## src/rtl/univ_shift_reg.sv

```systemverilog
// -----------------------------------------------------------------------------
// univ_shift_reg
//   Parametrised universal shift register. It can do a serial shift left or
//   right, a rotate, or an arithmetic shift. It can also take a parallel load.
//   It also runs a multi-position burst shift controlled by a
//   start/busy/done handshake.
//
// Ports
//   clk      rising-edge clock
//   rst_n    asynchronous active-low reset
//   mode     00 logical, 01 rotate, 10 arithmetic, 11 hold
//   drt      direction: 1 = left (toward MSB), 0 = right
//   lft      serial input entering at q[0] on a left shift
//   rgt      serial input entering at q[WIDTH-1] on a right shift
//   en       single-step shift enable (honoured only when no burst runs)
//   load     parallel load strobe (also aborts a running burst)
//   pdata    parallel load data
//   start    burst request pulse
//   count    burst length in positions (saturates at WIDTH)
//   q        register contents
//   sout_l   q[WIDTH-1]
//   sout_r   q[0]
//   busy     burst in progress
//   done     one-cycle pulse when a burst completes
// -----------------------------------------------------------------------------
module univ_shift_reg #(
  parameter int               WIDTH   = 8,
  parameter logic [WIDTH-1:0] RST_VAL = '0,
  localparam int              CW      = $clog2(WIDTH + 1)
) (
  input  logic             clk,
  input  logic             rst_n,
  input  logic [1:0]       mode,
  input  logic             drt,
  input  logic             lft,
  input  logic             rgt,
  input  logic             en,
  input  logic             load,
  input  logic [WIDTH-1:0] pdata,
  input  logic             start,
  input  logic [CW-1:0]    count,
  output logic [WIDTH-1:0] q,
  output logic             sout_l,
  output logic             sout_r,
  output logic             busy,
  output logic             done
);

  typedef enum logic [1:0] {
    S_IDLE  = 2'b00,
    S_SHIFT = 2'b01,
    S_DONE  = 2'b10
  } state_e;

  state_e           state_q, state_d;
  logic [WIDTH-1:0] data_q,  data_d;
  logic [CW-1:0]    rem_q,   rem_d;
  logic [1:0]       mode_q,  mode_d;
  logic             drt_q,   drt_d;
  logic [CW-1:0]    count_sat;

  // One shift step of the register for a given mode and direction.
  function automatic logic [WIDTH-1:0] step(
    input logic [WIDTH-1:0] v,
    input logic [1:0]       md,
    input logic             dir,
    input logic             sl,
    input logic             sr
  );
    logic [WIDTH-1:0] r;
    r = v;
    unique case (md)
      2'b00:   r = dir ? {v[WIDTH-2:0], sl}        : {sr, v[WIDTH-1:1]};
      2'b01:   r = dir ? {v[WIDTH-2:0], v[WIDTH-1]} : {v[0], v[WIDTH-1:1]};
      2'b10:   r = dir ? {v[WIDTH-2:0], 1'b0}       : {v[WIDTH-1], v[WIDTH-1:1]};
      default: r = v;
    endcase
    return r;
  endfunction

  // Bursts longer than the register are clamped. A longer burst would only
  // repeat a state that a WIDTH-long burst already reaches.
  assign count_sat = (count > CW'(WIDTH)) ? CW'(WIDTH) : count;

  always_comb begin
    state_d = state_q;
    data_d  = data_q;
    rem_d   = rem_q;
    mode_d  = mode_q;
    drt_d   = drt_q;
    case (state_q)
      S_SHIFT: begin
        if (load) begin
          // A load abandons the burst silently. No done pulse is produced.
          data_d  = pdata;
          rem_d   = '0;
          state_d = S_IDLE;
        end else begin
          // The latched mode and direction are used here. The serial inputs
          // stay live on every cycle.
          data_d = step(data_q, mode_q, drt_q, lft, rgt);
          rem_d  = rem_q - CW'(1);
          if (rem_q == CW'(1)) begin
            state_d = S_DONE;
          end
        end
      end
      default: begin
        // IDLE and DONE behave the same. DONE exists only to drive done for
        // exactly one cycle.
        state_d = S_IDLE;
        if (load) begin
          data_d = pdata;
        end else if (start) begin
          mode_d = mode;
          drt_d  = drt;
          rem_d  = count_sat;
          state_d = (count_sat == '0) ? S_DONE : S_SHIFT;
        end else if (en) begin
          data_d = step(data_q, mode, drt, lft, rgt);
        end
      end
    endcase
  end

  always_ff @(posedge clk or negedge rst_n) begin
    if (!rst_n) begin
      state_q <= S_IDLE;
      data_q  <= RST_VAL;
      rem_q   <= '0;
      mode_q  <= 2'b11;
      drt_q   <= 1'b0;
    end else begin
      state_q <= state_d;
      data_q  <= data_d;
      rem_q   <= rem_d;
      mode_q  <= mode_d;
      drt_q   <= drt_d;
    end
  end

  assign q      = data_q;
  assign sout_l = data_q[WIDTH-1];
  assign sout_r = data_q[0];
  assign busy   = (state_q == S_SHIFT);
  assign done   = (state_q == S_DONE);

endmodule

```

## config.mk

```make
export PLATFORM = sky130hd
export DESIGN_NAME = univ_shift_reg
export DESIGN_NICKNAME = d
export VERILOG_FILES = /design/src/rtl/univ_shift_reg.sv
export SDC_FILE = /design/constraint.sdc
export NUM_CORES = 1
export LEC_CHECK = 0
export CAP_MARGIN = 20
export CORE_MARGIN = 1
export CORE_UTILIZATION = 51
export CTS_CLUSTER_DIAMETER = 120
export DETAILED_ROUTE_END_ITERATION = 10
export GPL_TIMING_DRIVEN = 1
export PLACE_DENSITY = 0.84
export SYNTH_ARGS = -nofsm -noshare
export SYNTH_HDL_FRONTEND = slang
export SYNTH_SLANG_ARGS = --single-unit
export TNS_END_PERCENT = 30
```

## constraint.sdc

```tcl
create_clock -name clk -period 6 [get_ports clk]
set_clock_uncertainty 0.1 [all_clocks]
set_input_delay 1.2 -clock clk [delete_from_list [all_inputs] [get_ports clk]]
set_output_delay 1.2 -clock clk [all_outputs]
set_load 0.01 [all_outputs]
```

==> qor.yml <==
grt_pass1_vias: 1107
post_cts_resized: 0
syn_avg_cell_area_um2: 8.54
fin_nets: 204
die_h_um: 51.1
synth_common_cells: "dfrtp_1 (15), inv_1 (15), nand2_1 (12)"
clk_pin_slew_ns: 0.11
r2r_cells: 6
syn-cell-area_um2: 1230
rows: 17
synthToLayoutAreaGrowth_pct: 28.2
maxCapViolations: 0
yosys.area.top_type: "dfrtp_1"
period_needed_ns: 3.02
post-place-ws_ns: 2.77
ys_ff_latch: 17
cts_buffers: 3
ctsHtreeMaxLevel: 1
cp_data_arrival_time_ns: 1.72
syn_inst: 144
slew_violations: 0
core_um2: 2230
design_area_um2: 1580
final_util: 0.706
finalSetupViolCount: 0
wl_met3_um: 99
power.share.clock: 0.158
rsz0062_at_grt: "no"
synth-edff-count: 0
routed.top_layer: "met4"
fin_ws_ns: 2.98
cpMaxStageDelayCell: "clkdlybuf4s50_1"
totalWireLength_um: 2950
worstSetupPathType: "flip-flop to primary output"
grt_max_degree: 25
gp_congestion: 0.924
fillers: 185
hold_viol: 0
tns_ns: 0
fin_crit_sh: 0.503
synth-main-ff-cell: "dfrtp_1"
outcome: "complete, no violations"
worst-path-buf-inv: 2
relSlewSlack: 0.461
r2r_setup_slack_ns: 3.91
power_leakage_uw: 0.000685
met2_length_um: 1470
antenna_cells: 0
clockBufferDepth: 2
end_kind: "primary output"
combPwrFrac: 0.427
dp_hpwl_um: 2300
ir_worst_vdd_mv: 0.177
power.density_nw_per_um2: 255
slowest_delay_ns: 0.55
drt_iter0_markers: 22
cts_root_buf: "clkbuf_4"
postCtsSetupBuffers: 0
antenna_found_initial: 0
clock-sinks: 17
worstSkewPairLatency_ns: 0.29
grt.total_usage: 0.256
seqPwrFrac: 0.415
synthesis.nets: 174
wl_met1_um: 1330
crit_family: "buffers and inverters"
synth-warning-count: 0
dpl_cell_area_um2: 1550
synth_cell_types: 36
grt_overflow: 0
grt_pass1_wl_um: 4950
ant_nets: 0
dieArea_um2: 2610
async_flop_share: 1.00
path_max_fanout: 15
drtPass1Iterations: 4
switching_power_uw: 151
drive_above_1_share: 0.0520
cts_tree: "yes"
die_w_um: 51.1
min_path_cells: 2
start_util: 0.551
worstSetupStartpointType: "flip-flop"
vias: 1177
post_drt_wl_per_cell_um: 14.7
ios: 34
crit_chain: "nand2b_4 -> clkinv_1 -> clkdlybuf4s50_1"
switching_share: 0.376
drc: 0
intPower_uw: 251
ctsHoldBuffers: 0
worstHoldPathType: "flip-flop to flip-flop"
synth_top_area_frac: 0.305
vias_per_cell: 5.86
fmax_mhz: 331
io_buffers: 33
crit_required_ns: 4.70
synth_area_leaders: "dfrtp_1 (31%), ha_1 (8.1%), mux2i_1 (4.9%), inv_1 (4.6%), dfstp_2 (4.3%)"
tightest_slew_ns: 0.806
seq_area_frac_synth: 0.348
crit_cells: 3
-- final timing paths --
check,from,to
max,state_q[0],busy
min in group asynchronous,rst_n,state_q[1]
max in group asynchronous,rst_n,q[1]
min,mode_q[1],mode_q[1]
min reg2reg,mode_q[1],mode_q[1]
max reg2reg,mode_q[0],q[4]
-- power groups by stage --
| stage | Clock [uW] | Sequential [uW] | Combinational (uW) |
|---|---|---|---|
| floorplan | 0 | 164 | 113 |
| global placement | 0 | 168 | 164 |
| detailed placement | 0 | 169 | 171 |
| CTS | 63.9 | 167 | 172 |
| global route | 68.3 | 172 | 192 |
| finish | 63.5 | 167 | 172 |
-- layer usage --
| metal | vias to the layer above | global-route usage |
|---|---|---|
| met4 | 0 | 0.111 |
| met1 | 580 | 0.320 |
| met2 | 26 | 0.430 |
| met3 | 6 | 0.0417 |
| met5 | - | 0 |
| li1 | 565 | - |
-- state kept, by name, indices dropped and copies added (netlist names) --
| register | count |
|---|---|
| rem_q | 4 |
| drt_q | 1 |
| q | 8 |
| mode_q | 2 |
| state_q | 2 |
-- metrics by stage --
step | std cells | total power [uW] | hold slack [ns]
floorplan | 144 | 277 | 0.368
global placement | 197 | 332 | 0.397
detailed placement | 197 | 341 | 0.412
CTS | 201 | 402 | 0.427
global route | 201 | 432 | 0.444
finish | 201 | 402 | 0.421
-- layout by cell type (no fill, tap or decap) --
cell             count
o211ai_1             1
dfstp_2              2
nand3_1              7
o31ai_1              2
xor2_1               1
or4_1                1
or3_1                1
or3b_1               1
clkbuf_4             3
inv_1               15
a221oi_1             6
ha_1                 8
nor2b_1              2
mux2_2               1
and2b_1              1
nor2_1               8
mux2i_4              1
a21oi_1              8
clkinv_2             1
a22oi_1              1
o2111ai_1            3
nand2_1             12
a21boi_0             1
xnor2_1              1
nor3_1               9
mux2i_1              6
o21ai_0              9
dfrtp_1             15
a31oi_1              4
clkdlybuf4s50_1     33
nand2b_4             1
clkinv_1             1
and3_1               2
nand2b_1             4
o32ai_1              1
-- layout make-up --
class | count | area [um^2] | share of cell area
multi-input cells | 103 | 696 | 0.441
flip-flops and latches | 17 | 428 | 0.271
repair buffers | 33 | 330 | 0.210
inverters | 16 | 60.1 | 0.0381
well taps | 28 | 35.0 | 0.0222
clock buffers | 3 | 22.5 | 0.0143
clock inverters | 1 | 5.00 | 0.00317
-- worst register-to-register path, stage by stage (launching register included) --
cell	delay, ns
dfstp_2	0.56
inv_1	0.06
ha_1	0.21
or3_1	0.39
nand2_1	0.11
a21oi_1	0.20
a221oi_1	0.34
-- logic make-up after synthesis --
kind of cell | Yosys count | synth area share
xor gates and xnor gates | 2 | 0.0142
and+or+nand+nor | 49 | 0.202
DFF | 17 | 0.348
buffers and inverters | 24 | 0.0865
adders and majority gates | 8 | 0.0814
AOI/OAI and AO/OA | 36 | 0.191
muxes | 8 | 0.0763
Note: power is estimated with default switching activity, not from simulation.
